## config.mk

```make
export PLATFORM = sky130hd
export DESIGN_NAME = load_store_unit
export DESIGN_NICKNAME = d
export VERILOG_FILES = /design/src/rtl/load_store_unit_pkg.sv /design/src/rtl/load_store_unit_align.sv /design/src/rtl/load_store_unit.sv
export SDC_FILE = /design/constraint.sdc
export NUM_CORES = 1
export LEC_CHECK = 0
export ABC_AREA = 1
export CORE_MARGIN = 2
export CORE_UTILIZATION = 50
export DETAILED_ROUTE_END_ITERATION = 16
export PLACE_DENSITY_LB_ADDON = 0.2
export SLEW_MARGIN = 20
export SYNTH_ARGS = -nofsm -noshare
export SYNTH_HDL_FRONTEND = slang
export SYNTH_SLANG_ARGS = --single-unit
```

## constraint.sdc

```tcl
create_clock -name clk -period 2.1 [get_ports clk]
set_input_delay 0.21 -clock clk [delete_from_list [all_inputs] [get_ports clk]]
set_output_delay 0.21 -clock clk [all_outputs]
set_load 0.005 [all_outputs]
```

## src/rtl/load_store_unit_pkg.sv

```systemverilog
// Shared types for the memory-stage load/store unit: access sizes, execute control
// bundle, LSU FSM states and alignment helpers.
package load_store_unit_pkg;

  typedef enum logic [1:0] {
    BYTE        = 2'd0,
    HALF_WORD   = 2'd1,
    WORD        = 2'd2,
    DOUBLE_WORD = 2'd3
  } mem_access_size_t;

  typedef struct packed {
    logic             data_req;
    mem_access_size_t data_byte;
    logic             data_wr;
    logic             zero_extnd;
  } control_t;

  typedef enum logic [1:0] {
    IDLE = 2'd0,
    REQ  = 2'd1,
    WAIT = 2'd2,
    RESP = 2'd3
  } lsu_state_t;

  localparam int unsigned LSU_TIMEOUT_DEFAULT = 255;

  // Low address bits forced to the natural alignment of the access size.
  function automatic logic [1:0] natural_lo(mem_access_size_t size, logic [1:0] lo);
    case (size)
      HALF_WORD:         natural_lo = {lo[1], 1'b0};
      WORD, DOUBLE_WORD: natural_lo = 2'b00;
      default:           natural_lo = lo;
    endcase
  endfunction

  function automatic logic misaligned(mem_access_size_t size, logic [1:0] lo);
    misaligned = ((size == HALF_WORD) && lo[0]) || ((size == WORD) && (lo != 2'b00));
  endfunction

endpackage

```

## src/rtl/load_store_unit_align.sv

```systemverilog
// lsu_data_align: combinational byte-enable / store-lane replication and
// load extract with sign or zero extension.
module lsu_data_align
  import load_store_unit_pkg::*;
#(
  parameter int XLEN = 32
) (
  input  logic [1:0]       addr_lo,
  input  mem_access_size_t size,
  input  logic             zero_extnd,
  input  logic [XLEN-1:0]  wdata,
  input  logic [XLEN-1:0]  rdata,
  output logic [3:0]       be,
  output logic [XLEN-1:0]  wdata_rep,
  output logic [XLEN-1:0]  rdata_ext
);

  logic [XLEN-1:0] rdata_shift;

  assign rdata_shift = rdata >> {addr_lo, 3'b000};

  always_comb begin
    be        = 4'b0000;
    wdata_rep = '0;
    rdata_ext = '0;
    case (size)
      BYTE: begin
        be        = 4'b0001 << addr_lo;
        wdata_rep = {4{wdata[7:0]}};
        rdata_ext = {{(XLEN-8){~zero_extnd & rdata_shift[7]}}, rdata_shift[7:0]};
      end
      HALF_WORD: begin
        be        = 4'b0011 << {addr_lo[1], 1'b0};
        wdata_rep = {2{wdata[15:0]}};
        rdata_ext = {{(XLEN-16){~zero_extnd & rdata_shift[15]}}, rdata_shift[15:0]};
      end
      WORD: begin
        be        = 4'hF;
        wdata_rep = wdata;
        rdata_ext = rdata_shift;
      end
      default: ;
    endcase
  end

endmodule

```

## src/rtl/load_store_unit.sv

```systemverilog
// Memory-stage load/store unit: one request/grant/response data-memory access per
// accepted operation. Define LSU_MISALIGN_TRAP_EN to fault misaligned half/word accesses.
module load_store_unit
  import load_store_unit_pkg::*;
#(
  parameter int          XLEN        = 32,
  parameter int unsigned TIMEOUT_CYC = LSU_TIMEOUT_DEFAULT
) (
  input  logic            clk,
  input  logic            resetn,
  input  logic            ex_req_i,
  output logic            ex_ready_o,
  input  logic [XLEN-1:0] ex_addr_i,
  input  logic [XLEN-1:0] ex_wdata_i,
  input  logic [1:0]      ex_size_i,
  input  logic            ex_wr_i,
  input  logic            ex_zero_extnd_i,
  output logic            mem_req_o,
  input  logic            mem_gnt_i,
  output logic [XLEN-1:0] mem_addr_o,
  output logic            mem_we_o,
  output logic [3:0]      mem_be_o,
  output logic [XLEN-1:0] mem_wdata_o,
  input  logic            mem_rvalid_i,
  input  logic [XLEN-1:0] mem_rdata_i,
  output logic            wb_valid_o,
  output logic [XLEN-1:0] wb_rdata_o,
  output logic            wb_err_o
);

  lsu_state_t       state_reg, state_next;
  control_t         ex_ctrl;
  logic             accept, fault, timeout_hit;
  logic [1:0]       ex_lo;

  logic [XLEN-1:0]  addr_reg, wdata_reg, rdata_reg;
  logic [3:0]       be_reg;
  logic [1:0]       lo_reg;
  mem_access_size_t size_reg;
  logic             wr_reg, zx_reg, err_reg;
  logic [31:0]      cnt_reg;

  logic [3:0]       st_be;
  logic [XLEN-1:0]  st_wdata, ld_ext;
  logic [XLEN-1:0]  unused_st_rdata, unused_ld_wdata;
  logic [3:0]       unused_ld_be;

  assign ex_ctrl = '{data_req:   ex_req_i,
                     data_byte:  mem_access_size_t'(ex_size_i),
                     data_wr:    ex_wr_i,
                     zero_extnd: ex_zero_extnd_i};

  assign accept = ex_ctrl.data_req && (state_reg == IDLE);

`ifdef LSU_MISALIGN_TRAP_EN
  assign ex_lo = ex_addr_i[1:0];
  assign fault = (ex_ctrl.data_byte == DOUBLE_WORD) || misaligned(ex_ctrl.data_byte, ex_addr_i[1:0]);
`else
  assign ex_lo = natural_lo(ex_ctrl.data_byte, ex_addr_i[1:0]);
  assign fault = (ex_ctrl.data_byte == DOUBLE_WORD);
`endif

  // Counter holds the number of REQ/WAIT cycles already completed.
  assign timeout_hit = (TIMEOUT_CYC != 0) && (cnt_reg == TIMEOUT_CYC - 1);

  lsu_data_align #(.XLEN(XLEN)) u_store_align (
    .addr_lo    (ex_lo),
    .size       (ex_ctrl.data_byte),
    .zero_extnd (ex_ctrl.zero_extnd),
    .wdata      (ex_wdata_i),
    .rdata      ('0),
    .be         (st_be),
    .wdata_rep  (st_wdata),
    .rdata_ext  (unused_st_rdata)
  );

  lsu_data_align #(.XLEN(XLEN)) u_load_align (
    .addr_lo    (lo_reg),
    .size       (size_reg),
    .zero_extnd (zx_reg),
    .wdata      ('0),
    .rdata      (mem_rdata_i),
    .be         (unused_ld_be),
    .wdata_rep  (unused_ld_wdata),
    .rdata_ext  (ld_ext)
  );

  always_ff @(posedge clk or negedge resetn) begin
    if (!resetn) state_reg <= IDLE;
    else         state_reg <= state_next;
  end

  // A response in the expiry cycle wins; a grant in the expiry cycle does not.
  always_comb begin
    state_next = state_reg;
    case (state_reg)
      IDLE: if (accept) state_next = fault ? RESP : REQ;
      REQ:  if (timeout_hit) state_next = RESP;
            else if (mem_gnt_i) state_next = WAIT;
      WAIT: if (mem_rvalid_i || timeout_hit) state_next = RESP;
      RESP: state_next = IDLE;
      default: state_next = IDLE;
    endcase
  end

  always_ff @(posedge clk or negedge resetn) begin
    if (!resetn) begin
      addr_reg  <= '0;
      wdata_reg <= '0;
      rdata_reg <= '0;
      be_reg    <= '0;
      lo_reg    <= '0;
      size_reg  <= BYTE;
      wr_reg    <= 1'b0;
      zx_reg    <= 1'b0;
      err_reg   <= 1'b0;
      cnt_reg   <= '0;
    end else if (accept) begin
      addr_reg  <= {ex_addr_i[XLEN-1:2], 2'b00};
      wdata_reg <= st_wdata;
      rdata_reg <= '0;
      be_reg    <= st_be;
      lo_reg    <= ex_lo;
      size_reg  <= ex_ctrl.data_byte;
      wr_reg    <= ex_ctrl.data_wr;
      zx_reg    <= ex_ctrl.zero_extnd;
      err_reg   <= fault;
      cnt_reg   <= '0;
    end else if ((state_reg == REQ) || (state_reg == WAIT)) begin
      cnt_reg <= cnt_reg + 32'd1;
      if ((state_reg == WAIT) && mem_rvalid_i) begin
        if (!wr_reg) rdata_reg <= ld_ext;
      end else if (timeout_hit) begin
        err_reg <= 1'b1;
      end
    end
  end

  always_comb begin
    ex_ready_o  = (state_reg == IDLE);
    mem_req_o   = (state_reg == REQ);
    mem_addr_o  = (state_reg == REQ) ? addr_reg : '0;
    mem_we_o    = (state_reg == REQ) && wr_reg;
    mem_be_o    = (state_reg == REQ) ? be_reg : 4'b0000;
    mem_wdata_o = (state_reg == REQ) ? wdata_reg : '0;
    wb_valid_o  = (state_reg == RESP);
    wb_err_o    = (state_reg == RESP) && err_reg;
    wb_rdata_o  = (state_reg == RESP) ? rdata_reg : '0;
  end

endmodule
```

==> flow_summary.yaml <==
detailed_routing:
  ant_nets: 0
  drt_wl_total_microns: 24500
  drc: 0
  routedWlPerCell_microns: 14.8
  route.vias.total: 8437
  firstDrtPassIters: 7
  first_iter_violations: 777
  vias_per_cell: 5.10
placed_design:
  port_buffers: 207
  gp_congestion: 0.913
  pre_cts_ws_ps: 60.9
  place_inst: 1607
  hpwlAfterDp_microns: 16900
  placed_area_sq_um: 10500
yosys:
  syn-cell-area_sq_um: 8140
  syn-instance-count: 1209
  yosys-top-cells-count: "nand2_1, inv_1, dfrtp_1"
  synth_edf_count: 0
  avgSynthCellArea_sq_um: 6.74
  synthArstFlopShare_pct: 100
  synth_top_area_share_pct: 42.7
  synth_area_leaders: "dfrtp_1, nand2_1, inv_1"
  ys_types: 36
  synth-seq-cells: 139
  synth_ff_type: "dfrtp_1"
  synth_area_leader_cell: "dfrtp_1"
  ys_seq_area_share_pct: 42.7
  yosysMostFrequentCell: "nand2_1"
  yosysWarnings: 0
floorplanning:
  die_h_microns: 132
  dieArea_sq_um: 17300
  start_util_pct: 51.3
  fp.coreArea_sq_um: 15900
  die_w_microns: 132
  num_rows: 46
  ios: 210
worst_setup_path:
  crit_fanout: 8
  path_buf_inv: 5
  reg2reg_to: "cnt_reg[17]$_DFFE_PN0P_"
  critical_path_depth: 7
  reg2reg_depth: 10
  r2r_slack_ps: 170
  critPathRequiredTime_ps: 1890
  start_kind: "flip-flop"
  crit_chain: "buf_6, ha_4, buf_4, clkbuf_16, nand2_1, inv_1, dlygate4sd2_1"
  cp_top_family: "buffers and inverters"
  critical_path.endpoint_type: "primary output"
  reg2reg_from: "state_reg[1]$_DFFE_PN0P_"
  critPathMaxStageDelay_ps: 410
  critical_path_class: "flip-flop to primary output"
  crit_path_top_delay_cell: "dfrtp_1"
  arrival_ps: 1840
timing:
  worst_slew_pin_slew_ps: 599
  hold_viol: 0
  final.setup.tns_ps: 0
  worst_hold_slack_ps: 302
  grt_setup_unrepaired: "true"
  period_needed_ps: 2050
  setup_viol: 0
  drv_slew: 0
  relSlewSlack_pct: 59.9
  fin_crit_sh_pct: 97.7
  max_freq_mhz: 487
  finClkSkew_ps: 5.45
  setup_ws_ps: 47.9
finish:
  fin_nets: 1536
  antenna_cells: 0
  syn_to_final_growth_pct: 39.6
  instances_no_fill: 1653
  final_util_pct: 71.6
  stdcell_area_sq_um: 11400
  drive_above_1_share_pct: 8.42
status:
  status: "complete, no violations"
global_routing:
  grt_pass1_wl_microns: 40000
  antenna_found_initial: 0
  grt_overflow: 0
  grt_max_degree: 74
  grt.total_usage_pct: 28.5
  grt_pass1_vias: 8077
clocking:
  cts_tree: "yes"
  clkLatencyLatePin_ps: 430
  clk_pin_slew_ps: 60
  h-tree-depth: 4
  clockRootBuffer: "clkbuf_16"
  clock_sinks: 139
  clk_path_buf_depth: 2
  cts_made_buffers: 17
power:
  post-layout-total-power_mw: 13.4
  irDropWorstVdd_mv: 0.685
  power.density_nw_per_um2: 1180
  total_leakage_power_nw: 6.76
run:
  maxCapViolCount: 0
worst_hold_path:
  worstHoldPathType: "input pin to async pin"
[how the worst max path moves through the flow]
stage                                  start                         to
floorplan           state_reg[0]$_DFFE_PN0P_  rdata_reg[22]$_DFFE_PN0P_
global placement    state_reg[1]$_DFFE_PN0P_    cnt_reg[19]$_DFFE_PN0P_
detailed placement  state_reg[1]$_DFFE_PN0P_    cnt_reg[17]$_DFFE_PN0P_
CTS                 state_reg[1]$_DFFE_PN0P_             wb_rdata_o[24]
global route        state_reg[1]$_DFFE_PN0P_              wb_rdata_o[0]
finish              state_reg[1]$_DFFE_PN0P_              wb_rdata_o[7]
[per-layer routing]
metal  wire length, microns  global-route usage [%]  vias to the layer above
li1                       -                       -                     4147
met1                  10300                    37.0                     3876
met2                  11600                    46.8                      374
met3                   2110                    7.68                       40
met4                    454                    8.39                        0
met5                      0                       0                        -
[worst register-to-register path, cell delays in order, from the launching register on]
cell,delay (ps)
dfrtp_1,400
inv_2,70
buf_4,150
ha_4,320
inv_2,90
nor2_4,140
nand2_2,110
nor2_4,220
nand3_1,110
o21ai_1,140
nor2_1,60
[logic make-up (layout without fill, tap and decap cells)]
group / count (synthesis) / after routing / share of synthesized area (%)
DFF: 139 / 139 / 42.7
and+or+nand+nor: 690 / 690 / 34.4
adders and majority gates: 7 / 7 / 1.08
AOI/OAI and AO/OA: 139 / 139 / 10.0
other: 1 / 2 / 0.0460
buffers and inverters: 233 / 460 / 11.7
[placed cells by master (no fill, tap or decap), types with 4 or more instances in the layout]
cell and count:
nand2_1 480, inv_1 159, dfrtp_1 139, nor2_1 114
clkdlybuf4s50_1 105, dlygate4sd2_1 82, nand3_1 62, o21ai_0 46
o21ai_1 30, buf_4 27, a21oi_1 25, inv_2 19
clkbuf_16 18, dlymetal6s2s_1 17, o31ai_1 9, a221oi_1 9
buf_12 9, a22o_1 7, nor2_2 6, nand4_1 6
nor3_1 6, nor2_4 6, a31oi_1 5, ha_1 4
buf_16 4
[area by class of cell]
cell class,instances,area (sq um)
fill,1334,4510
multi-input combinational,838,3770
sequential,139,3480
timing repair buffer,250,2550
inverter,178,668
clock buffer,21,470
tap,216,270
clock inverter,11,158
[report_power, final]
part	switching (mW)	leakage [nW]	internal, mW
Clock	1.22	0.301	1.98
Combinational	3.26	4.64	2.56
Sequential	0.693	1.82	3.66
Total	5.17	6.76	8.21
[what timing repair did]
item | 4_1_cts | 5_1_grt
hold buffers | 1 | 0
endpoints found under the hold margin | 49 | 0
resized for setup | 94 | 23
pin swaps | 0 | 1
endpoints found under the setup margin | 101 | 32
cloned | 4 | 1
setup buffers | 3 | 5
Note: power is estimated with default switching activity, not from simulation.
